--- src/rtl/ex_muldiv_unit.sv ---
// Iterative RV32M multiply/divide unit for the EX stage: shift-add multiply and
// restoring divide over 32 cycles, sign fix-up, and a pipeline stall while busy.
module ex_muldiv_unit #(
    parameter int XLEN = 32
) (
    input  logic            clk,
    input  logic            reset,
    input  logic            start,
    input  logic            kill,
    input  logic [2:0]      func3,
    input  logic [XLEN-1:0] op_a,
    input  logic [XLEN-1:0] op_b,
    input  logic [4:0]      rd_in,
    output logic            stall,
    output logic            busy,
    output logic            done,
    output logic [XLEN-1:0] result,
    output logic [4:0]      rd_out
);
    localparam int CW = $clog2(XLEN);

    typedef enum logic [1:0] {S_IDLE, S_CALC, S_FIX, S_DONE} state_e;

    state_e            state_q, state_d;
    logic [CW-1:0]     count_q, count_d;
    logic [2:0]        fn_q, fn_d;
    logic [4:0]        rd_q, rd_d;
    logic              neg_q, neg_d;
    logic [XLEN-1:0]   opnd_q, opnd_d;
    logic [2*XLEN-1:0] acc_q, acc_d;
    logic [XLEN-1:0]   rem_q, rem_d;
    logic [XLEN-1:0]   result_q, result_d;
    logic [4:0]        rd_out_q, rd_out_d;

    logic              is_div, a_signed, b_signed, sa, sb, div_zero, div_ovf;
    logic [XLEN-1:0]   a_mag, b_mag, special_res;
    logic [XLEN:0]     mul_sum, div_shift, div_diff;
    logic [2*XLEN-1:0] prod_fix;
    logic [XLEN-1:0]   quo_fix, rem_fix;

    // Operand decode at capture: magnitudes plus the sign the final result must take.
    always_comb begin
        is_div   = func3[2];
        a_signed = is_div ? ~func3[0] : (func3[1:0] == 2'b01 || func3[1:0] == 2'b10);
        b_signed = is_div ? ~func3[0] : (func3[1:0] == 2'b01);
        sa       = a_signed & op_a[XLEN-1];
        sb       = b_signed & op_b[XLEN-1];
        a_mag    = sa ? -op_a : op_a;
        b_mag    = sb ? -op_b : op_b;
        div_zero = is_div && (op_b == '0);
        div_ovf  = is_div && !func3[0] && (op_a == {1'b1, {(XLEN-1){1'b0}}}) && (op_b == '1);
        if (div_zero) special_res = func3[1] ? op_a : '1;
        else          special_res = func3[1] ? '0 : op_a;
    end

    always_comb begin
        mul_sum   = {1'b0, acc_q[2*XLEN-1:XLEN]} + (acc_q[0] ? {1'b0, opnd_q} : '0);
        div_shift = {rem_q, acc_q[XLEN-1]};
        div_diff  = div_shift - {1'b0, opnd_q};
        prod_fix  = neg_q ? -acc_q : acc_q;
        quo_fix   = neg_q ? -acc_q[XLEN-1:0] : acc_q[XLEN-1:0];
        rem_fix   = neg_q ? -rem_q : rem_q;
    end

    always_comb begin
        state_d  = state_q;
        count_d  = count_q;
        fn_d     = fn_q;
        rd_d     = rd_q;
        neg_d    = neg_q;
        opnd_d   = opnd_q;
        acc_d    = acc_q;
        rem_d    = rem_q;
        result_d = result_q;
        rd_out_d = rd_out_q;
        if (kill) begin
            state_d = S_IDLE;
        end else begin
            case (state_q)
                S_IDLE: begin
                    if (start) begin
                        fn_d    = func3;
                        rd_d    = rd_in;
                        count_d = '0;
                        rem_d   = '0;
                        neg_d   = (is_div && func3[1]) ? sa : (sa ^ sb);
                        opnd_d  = is_div ? b_mag : a_mag;
                        acc_d   = {{XLEN{1'b0}}, (is_div ? a_mag : b_mag)};
                        if (div_zero || div_ovf) begin
                            result_d = special_res;
                            rd_out_d = rd_in;
                            state_d  = S_DONE;
                        end else begin
                            state_d = S_CALC;
                        end
                    end
                end
                S_CALC: begin
                    // Divide keeps the dividend/quotient in the low half of acc.
                    if (fn_q[2]) begin
                        if (!div_diff[XLEN]) begin
                            rem_d = div_diff[XLEN-1:0];
                            acc_d = {acc_q[2*XLEN-1:XLEN], acc_q[XLEN-2:0], 1'b1};
                        end else begin
                            rem_d = div_shift[XLEN-1:0];
                            acc_d = {acc_q[2*XLEN-1:XLEN], acc_q[XLEN-2:0], 1'b0};
                        end
                    end else begin
                        acc_d = {mul_sum, acc_q[XLEN-1:1]};
                    end
                    count_d = count_q + 1'b1;
                    if (count_q == CW'(XLEN-1)) state_d = S_FIX;
                end
                S_FIX: begin
                    case (fn_q)
                        3'b000:                 result_d = prod_fix[XLEN-1:0];
                        3'b001, 3'b010, 3'b011: result_d = prod_fix[2*XLEN-1:XLEN];
                        3'b100, 3'b101:         result_d = quo_fix;
                        default:                result_d = rem_fix;
                    endcase
                    rd_out_d = rd_q;
                    state_d  = S_DONE;
                end
                S_DONE:  state_d = S_IDLE;
                default: state_d = S_IDLE;
            endcase
        end
    end

    always_ff @(posedge clk or posedge reset) begin
        if (reset) begin
            state_q  <= S_IDLE;
            count_q  <= '0;
            fn_q     <= '0;
            rd_q     <= '0;
            neg_q    <= 1'b0;
            opnd_q   <= '0;
            acc_q    <= '0;
            rem_q    <= '0;
            result_q <= '0;
            rd_out_q <= '0;
        end else begin
            state_q  <= state_d;
            count_q  <= count_d;
            fn_q     <= fn_d;
            rd_q     <= rd_d;
            neg_q    <= neg_d;
            opnd_q   <= opnd_d;
            acc_q    <= acc_d;
            rem_q    <= rem_d;
            result_q <= result_d;
            rd_out_q <= rd_out_d;
        end
    end

    // Handshake: start is sampled only in IDLE; the upstream pipeline holds while
    // stall is high and the result is consumed on the edge that ends the done cycle.
    assign stall  = (state_q == S_IDLE && start && !kill) || state_q == S_CALC || state_q == S_FIX;
    assign busy   = (state_q != S_IDLE);
    assign done   = (state_q == S_DONE);
    assign result = result_q;
    assign rd_out = rd_out_q;

endmodule

--- config.mk ---
export PLATFORM = sky130hd
export DESIGN_NAME = ex_muldiv_unit
export DESIGN_NICKNAME = d
export VERILOG_FILES = /design/src/rtl/ex_muldiv_unit.sv
export SDC_FILE = /design/constraint.sdc
export NUM_CORES = 1
export LEC_CHECK = 0
export ABC_AREA = 0
export CORE_MARGIN = 10
export CORE_UTILIZATION = 40
export CTS_BUF_LIST = sky130_fd_sc_hd__clkbuf_16
export CTS_CLUSTER_SIZE = 10
export DETAILED_ROUTE_END_ITERATION = 7
export GPL_ROUTABILITY_DRIVEN = 0
export GPL_TIMING_DRIVEN = 1
export PLACE_DENSITY_LB_ADDON = 0.2
export SLEW_MARGIN = 20
export SYNTH_ARGS = -nofsm -noshare
export SYNTH_HDL_FRONTEND = slang
export SYNTH_SLANG_ARGS = --single-unit
--- constraint.sdc ---
create_clock -name clk -period 9.7 [get_ports clk]
set_input_delay 1.94 -clock clk [delete_from_list [all_inputs] [get_ports clk]]
set_output_delay 1.94 -clock clk [all_outputs]
set_load 0.01 [all_outputs]
Word level (Yosys, flattened, before mapping) --
Index checks and enable logic that the tools add are counted.
Storage, ports and cells: output and inout bits 40, word-level logic and storage cells 106, input port bits 76, bits in registers 181
Operators by class: reductions and logical operators 27, add/sub/neg operators 8, multiplexer cells 36, bitwise logic cells 5, eq/ne operators 19
Operator list (number):
- $mux W32 | 15
- $mux W64 | 3
- $neg A32 Y32 | 4
- $pmux W32 S2 | 2
- $pmux W64 S2 | 1
- $pmux W32 S3 | 1
- $eq A32 B32 Y1 const B | 2
- $neg A64 Y64 | 1
- $add A32 B32 Y33 | 1
- $sub A33 B32 Y33 | 1
- $logic_not A32 Y1 | 1
- $pmux W5 S2 | 2
- $mux W5 | 3
- $reduce_and A4 Y1 | 3
- $mux W2 | 4
- $ne A2 B2 Y1 const B | 4
- $pmux W2 S4 | 1
- $logic_and A1 B1 Y1 | 7
- $eq A2 B2 Y1 const B | 3
- $eq A3 B2 Y1 const B | 2
- $eq A3 B3 Y1 const B | 2
- $ne A3 B3 Y1 const B | 2
- $reduce_and A3 Y1 | 2
- $reduce_bool A2 Y1 | 3
- other kinds (15) | 25

Longest topological paths before layout --
Gate-level depths: netlist of the first run.
depth in word-level cells 9, mapped depth 15, mapped depth without buffers 14

Worst setup path before layout of the first run --
Ideal clock, no wire load.
path kind input -> output, start point input port start, end point output port stall, slack 4.761 ns, path buffers 3, arrival 2.999 ns, data required time 7.760 ns, stages on the path 6, cell sequence nand2_1 > or2_2 > clkbuf_1 > clkbuf_1 > clkbuf_1 > nand2_1
Between the ends: word-level cells in the longest chain between the ends 4
RTL lines:
- start: declaration | line 8 | input logic start,
- $logic_and A1 B1 Y1 (2 in a row) | line 158 | assign stall = (state_q == S_IDLE && start && !kill) || state_q == S_CALC || state_q == S_FIX;
- $logic_or A1 B1 Y1 (2 in a row) | line 158
- end: declaration | line 14 | output logic stall,
Every way passes these cells.

Worst setup path in the final report of the first run --
start point input port op_a[15], end point register result_q[23] (netlist: result[23])
Between the ends: word-level cells in the longest chain between the ends 6
RTL lines:
- start: declaration | line 11 | input logic [XLEN-1:0] op_a,
- $eq A32 B32 Y1 | line 51 | div_ovf = is_div && !func3[0] && (op_a == {1'b1, {(XLEN-1){1'b0}}}) && (op_b == '1);
- $logic_and A1 B1 Y1 (2 in a row) | line 51
- $logic_or A1 B1 Y1 | line 89 | if (div_zero || div_ovf) begin
- $ne A2 B2 Y1 (no source line)
- $reduce_and A4 Y1 (no source line)
- end signal: assignment | line 151 | result_q <= result_d;
- end: declaration | line 32 | logic [XLEN-1:0] result_q, result_d;
Every way passes these cells. A chain may end at the register's enable or synchronous reset.

==> key figures, run 1 <==
Clock tree
  – Clock latency on the worst-skew pair: 0.48 ns
  – PostCTS Resize Cnt: 0
  – Root Buffer: clkbuf_16
  – Clk sinks: 181
  – TritonCTS Buffers: 17
  – CTS tree: done
  – H-tree levels: 4
  – Setup Fix Bufs, Post-CTS: 0
  – Hold buffers post-CTS: 0
  – CTS max path bufs: 2
  – Reg clk slew, reported paths: 0.07 ns

STA
  – Tcrit/Tclk final: 0.561
  – # setup viols final: 0
  – Worst Max-Slew Pin Slew: 1.02 ns
  – Min Clock Period, post-route: 5.44 ns
  – Clock Skew: 0.0217 ns
  – Slew Limit Headroom: 0.317
  – RSZ-0062 raised after global routing: no
  – Fmax: 184 MHz
  – Setup TNS: 0 ns
  – Final hold viol count: 0
  – Final Max Tran Viols: 0

Synth
  – Mux cell area share after synthesis: 0.0344
  – Post-synth EDFFs: 0
  – Post-Syn Instances: 2081
  – Synth Area in Adders: 0.0615
  – Yosys warns: 0
  – Compound-Gate Fraction of Synth Area: 0.290
  – Mapped Nets: 2235
  – Post-synthesis cell area: 16100 sq um
  – Xor-xnor portion of the synthesized cell area: 0.0994
  – Top_reg_cell synth: dfrtp_1
  – Post-synthesis area per instance: 7.75 sq um
  – Post-synthesis sequential area ratio: 0.281
  – Largest family of logic cells by synthesized area: compound AO/OA/AOI/OAI gates
  – Simple-gate share of the synthesized area: 0.185
  – Async SR Flop Fraction: 1.00
  – Netlist cell types: 69
  – #FFs+latches synth: 181

Finish
  – ANT cells: 0
  – Layout cells sized above 1: 0.0651
  – Area Growth Syn to Fin: 13.1%
  – Most frequent cells in the layout: nand2_1, o21ai_0, a21oi_1
  – Final nets: 2260
  – Core Util, Final: 0.458
  – Most common cell after layout, fill and taps aside: nand2_1

Drt
  – Vias per std cell: 6.05
  – WL final: 58800 microns
  – DRC viols: 12
  – Post-DR wirelength/cell: 22.2 microns
  – DRT Pass-1 Iters: 8
  – Antenna viol nets, final: 0
  – Total number of vias: 15983
  – Initial DRC count: 1590

Setup path
  – Critical path data required time: 10.11 ns
  – CP Launch Type: input pin
  – CP Max Fanout: 74
  – Critical path type: in2reg
  – Crit path DAT: 5.85 ns
  – Crit. End Element: flip-flop

Run status
  – Status: complete, but fails checks
  – Failing checks: DRC

Die
  – Std-Cell Rows: 73
  – Core Area: 39800 sq um
  – Die Y: 221 microns
  – Die X: 221 microns
  – Starting Density: 0.405
  – Io pins: 116
  – Die area: 48700 sq um

Run
  – Max cap viols: 0

Placement
  – IO Port Bufs: 115
  – Post-DP HPWL: 45400 microns

Worst hold path
  – Worst Hold Class: reg2reg

Global routing
  – Initial antenna violation count: 0
  – Largest net degree at the start of global routing: 115
  – Gr usage total: 0.242
  – Congestion Overflow GR: 0
  – First-pass GRT wire length: 91100 microns
  – Vias in the first global route: 14904

Power
  – Leak pwr: 7.63 nW
  – Power density cells: 275 nW/um^2
  – Peak VDD IR: 0.180 mV
-- worst max-delay path, stage by stage --
cell and delay, ns:
clkdlybuf4s50_1 0.51, or4_4 0.57, or3_4 0.36, or3_4 0.35
or4_1 0.49, or2_1 0.25, o21ai_2 0.20, nand3_1 0.10
a21o_2 0.24, buf_4 0.34, a311oi_1 0.38, a21o_1 0.12
-- cell type report --
class,count,area (sq um)
Fill cell,4017,21600
Multi-Input combinational cell,1695,10800
Sequential cell,181,4530
Timing Repair Buffer,137,1310
Tap cell,525,657
Clock buffer,17,425
Inverter,74,285
Clock inverter,15,180
-- cell usage after synthesis (12+ instances only) --
| master | number | area [sq um] |
|---|---|---|
| a211oi_1 | 33 | 248 |
| a21o_1 | 35 | 263 |
| a21oi_1 | 194 | 971 |
| a22o_1 | 34 | 298 |
| a31oi_1 | 15 | 93.8 |
| clkbuf_1 | 119 | 447 |
| dfrtp_1 | 181 | 4530 |
| ha_1 | 76 | 951 |
| inv_1 | 73 | 274 |
| mux2_2 | 35 | 394 |
| mux2i_1 | 16 | 160 |
| nand2_1 | 235 | 882 |
| nand2b_1 | 21 | 131 |
| nand3_1 | 27 | 135 |
| nand4_1 | 19 | 119 |
| nor2_1 | 189 | 709 |
| nor3_1 | 45 | 225 |
| nor4_1 | 25 | 156 |
| o21a_1 | 20 | 150 |
| o21ai_0 | 223 | 1120 |
| o221ai_1 | 18 | 158 |
| o31ai_1 | 48 | 360 |
| o31ai_2 | 16 | 200 |
| o41ai_1 | 15 | 131 |
| or2_2 | 12 | 75.1 |
| or3_1 | 27 | 169 |
| or4_1 | 14 | 105 |
| xnor2_1 | 98 | 858 |
| xor2_1 | 85 | 744 |
-- stage by stage --
stage | instance area [sq um] | total power [mW] | hold WS, ns | instances | worst slack [ns]
global placement | 17600 | 4.18 | 0.463 | 2612 | 3.85
global route | 18200 | 5.38 | 0.507 | 2644 | 4.09
detailed placement | 17600 | 4.21 | 0.470 | 2612 | 3.79
finish | 18200 | 5.01 | 0.487 | 2644 | 4.26
floorplan | 16100 | 3.23 | 0.450 | 2081 | 2.84
CTS | 18200 | 4.97 | 0.490 | 2644 | 4.26
-- metal layers --
layer	track usage	part of all wire	vias to the layer above
li1	-	-	7594
met1	0.331	0.45	7659
met2	0.375	0.44	635
met3	0.0427	0.071	95
met4	0.0875	0.037	0
met5	0	0	-
-- power by group --
group          internal (mW)  switching [mW]  leakage [nW]
Combinational           1.10            1.80          4.97
Clock                  0.371           0.371         0.300
Sequential              1.02           0.349          2.37
-- cells by family (layout without fill, tap and decap cells) --
group	after synthesis	count (layout)
AOI/OAI and AO/OA	734	734
xor gates and xnor gates	183	183
adders and majority gates	78	78
buffers and inverters	205	243
DFF	181	181
muxes	51	51
and+or+nand+nor	649	649
-- final timing paths --
| check | from | endpoint | slack, ns | cells after the start |
|---|---|---|---|---|
| max | op_a[15] | result[23] | 4.26 | 12 |
| min reg2reg | opnd_q[27] | opnd_q[27] | 0.49 | 2 |
| min | opnd_q[27] | opnd_q[27] | 0.49 | 2 |
| min in group asynchronous | reset | rem_q[28] | 1.99 | 2 |
| max reg2reg | acc_q[31] | acc_q[0] | 4.91 | 14 |
| max in group asynchronous | reset | neg_q | 6.12 | 3 |
-- state kept, by name, summed over array words and instances (netlist names) --
| name | cells |
|---|---|
| acc_q | 64 |
| opnd_q | 32 |
| rem_q | 32 |
| result | 32 |
| count_q | 5 |
| rd_out | 5 |
| rd_q | 5 |
| fn_q | 3 |
| state_q | 2 |
| neg_q | 1 |
Note: power is estimated with default switching activity, not from simulation.
==> run 2, diff against run 1 <==
Clock period 9.7 ns to 4.7 ns, I/O delays scaled along.
==> run 2 against run 1 <==
  * Die area unchanged
  * Highest routed layer is now met5
  * Clock skew about the same
  * Worst hold slack worse by 0.0044 ns
  * Combinational power up 110%
  * Largest cell class unchanged
  * Global-route usage up 0.58 points
  * Core utilization up 0.77 points
  * Design area up 1.7%
  * The run now ends clean
  * Critical path depth up 1
  * Largest power group unchanged
==> key figures, run 2 (synthesis results as in run 1) <==
Run status
  – Status: complete, no violations

Clock tree
  – CTS max path bufs: 2 (unchanged)
  – Clk sinks: 181 (unchanged)
  – Setup Fix Bufs, Post-CTS: 0 (unchanged)
  – PostCTS Resize Cnt: 0 (unchanged)
  – CTS tree: done
  – H-tree levels: 4 (unchanged)
  – TritonCTS Buffers: 17 (unchanged)
  – Clock latency on the worst-skew pair: 0.49 ns (about the same)
  – Hold buffers post-CTS: 0 (unchanged)
  – Reg clk slew, reported paths: 0.08 ns (about the same)
  – Root Buffer: clkbuf_16

STA
  – # setup viols final: 0 (unchanged)
  – Worst Max-Slew Pin Slew: 0.969 ns (-0.0564 ns)
  – Setup TNS: 0 ns (unchanged)
  – Tcrit/Tclk final: 0.890
  – Final Max Tran Viols: 0 (unchanged)
  – Slew Limit Headroom: 0.348 (+0.0316)
  – Fmax: 239 MHz
  – Clock Skew: 0.0220 ns (+0.000249 ns)
  – Final hold viol count: 0 (unchanged)
  – RSZ-0062 raised after global routing: no
  – Min Clock Period, post-route: 4.18 ns

Global routing
  – Congestion Overflow GR: 0 (unchanged)
  – Largest net degree at the start of global routing: 83 (-28%)
  – Initial antenna violation count: 1 (+1)
  – First-pass GRT wire length: 93500 microns (+2.7%)
  – Gr usage total: 0.247 (+0.00583)
  – Vias in the first global route: 15420 (+3.5%)

Finish
  – Biggest register: acc_q
  – Final nets: 2296 (+1.6%)
  – Layout cells sized above 1: 0.0803 (+0.0152)
  – FILL cells: 4029 (+0.30%)
  – Max FFs per register: 64 (unchanged)
  – Reg area: 4530 sq um (unchanged)
  – Most frequent cells in the layout: nand2_1, o21ai_0, a21oi_1
  – Area Growth Syn to Fin: 15.0%
  – ANT cells: 0 (unchanged)
  – Most common cell after layout, fill and taps aside: nand2_1
  – Cell area after layout: 18500 sq um (+1.7%)
  – Area occupied by multi-input gates: 10800 sq um (unchanged)

Setup path
  – Crit path DAT: 4.56 ns (-1.29 ns)
  – CP Max Fanout: 23 (-69%)
  – Critical path data required time: 5.07 ns (-5.04 ns)
  – Crit. End Element: flip-flop
  – Critical path type: reg2reg
  – CP Launch Type: flip-flop

Power
  – Leak pwr: 7.81 nW (+2.3%)
  – Clock network power share: 0.145 (-0.003)
  – Pint: 5.22 mW (+110%)
  – Power density cells: 565 nW/um^2 (+110%)
  – P_sw: 5.25 mW (+110%)
  – Comb pwr share: 0.582 (+0.003)
  – Peak VDD IR: 0.335 mV (+86%)
  – Sw frac: 0.501 (-0.000862)
  – Seq pwr share: 0.272 (about the same)

Die
  – Std-Cell Rows: 73 (unchanged)
  – Io pins: 116 (unchanged)
  – Die X: 221 microns (unchanged)
  – Core Area: 39800 sq um (unchanged)
  – Die area: 48700 sq um (unchanged)
  – Starting Density: 0.405 (unchanged)
  – Die Y: 221 microns (unchanged)

Placement
  – Post-DP HPWL: 47400 microns (+4.4%)
  – IO Port Bufs: 115 (unchanged)
  – DP Area: 17900 sq um (+1.7%)

Drt
  – Vias per std cell: 6.04 (about the same)
  – Post-DR wirelength/cell: 22.4 microns (+0.57%)
  – Antenna viol nets, final: 0 (unchanged)
  – DRC viols: 0 (-12)
  – DRT Pass-1 Iters: 5 (-3)
  – WL final: 59900 microns (+1.9%)
  – Initial DRC count: 1701 (+7.0%)
  – Total number of vias: 16194 (+1.3%)

Run
  – Max cap viols: 0 (unchanged)

Worst hold path
  – Worst Hold Class: reg2reg
## run 2: changes by cell type in the layout (fill, tap and decap cells not counted), sizes merged
cell,delta
clkinvlp,+2
inv,-2
buf,+36
## run 2: routing by layer
metal | vias to the layer above | global-route usage | part of all wire
li1 | 7692 | - | -
met1 | 7718 | 0.330 | 0.44
met2 | 705 | 0.394 | 0.45
met3 | 77 | 0.0494 | 0.075
met4 | 2 | 0.0821 | 0.029
met5 | - | 0 | 0.00022
## run 2: per-stage QoR
step / power, mW / worst slack (ns) / hold slack (ns) / instances / util
2_1_floorplan: 6.67 / 0.860 / 0.450 / 2081 / -
3_3_place_gp: 8.76 / 0.200 / 0.468 / 2648 / 0.450
3_5_place_dp: 8.82 / 0.0841 / 0.472 / 2648 / 0.450
4_1_cts: 10.4 / 0.575 / 0.491 / 2680 / 0.465
5_1_grt: 11.2 / 0.249 / 0.511 / 2680 / 0.465
6_report: 10.5 / 0.517 / 0.483 / 2680 / 0.465
## run 2: path summary, 6_finish.rpt
path                            from         end  slack (ns)  cells after the start
max in group asynchronous      reset   result[7]        2.93                      3
setup reg to reg            acc_q[0]   acc_q[61]        0.52                     13
setup / recovery            acc_q[0]   acc_q[61]        0.52                     13
hold reg to reg            opnd_q[7]   opnd_q[7]        0.48                      2
hold / removal             opnd_q[7]   opnd_q[7]        0.48                      2
min in group asynchronous      reset  opnd_q[27]        0.96                      2
## run 2: layout make-up
class                   count  share of cell area
well taps                 525              0.0354
multi-input cells        1695               0.585
repair buffers            173              0.0875
flip-flops and latches    181               0.244
clock inverters            15             0.00992
inverters                  74              0.0152
clock buffers              17              0.0230
## run 2: power by group through the flow
stage / Sequential (mW) / Combinational (mW) / Clock [mW]
finish: 2.85 / 6.09 / 1.52
global route: 2.93 / 6.67 / 1.60
CTS: 2.83 / 6.00 / 1.54
detailed placement: 2.85 / 5.97 / 0
global placement: 2.84 / 5.92 / 0
floorplan: 2.58 / 4.09 / 0
## run 2: worst max-delay path, stage by stage (launching register included)
cell and delay [ns]:
dfrtp_1 0.43, inv_1 0.30, buf_4 0.39, nor2_1 0.08
ha_1 0.35, inv_1 0.07, or3_1 0.48, o31ai_1 0.36
nor2_1 0.12, o311ai_0 0.57, nand2_1 0.29, o31ai_1 0.35
xnor2_1 0.10, a22o_1 0.18
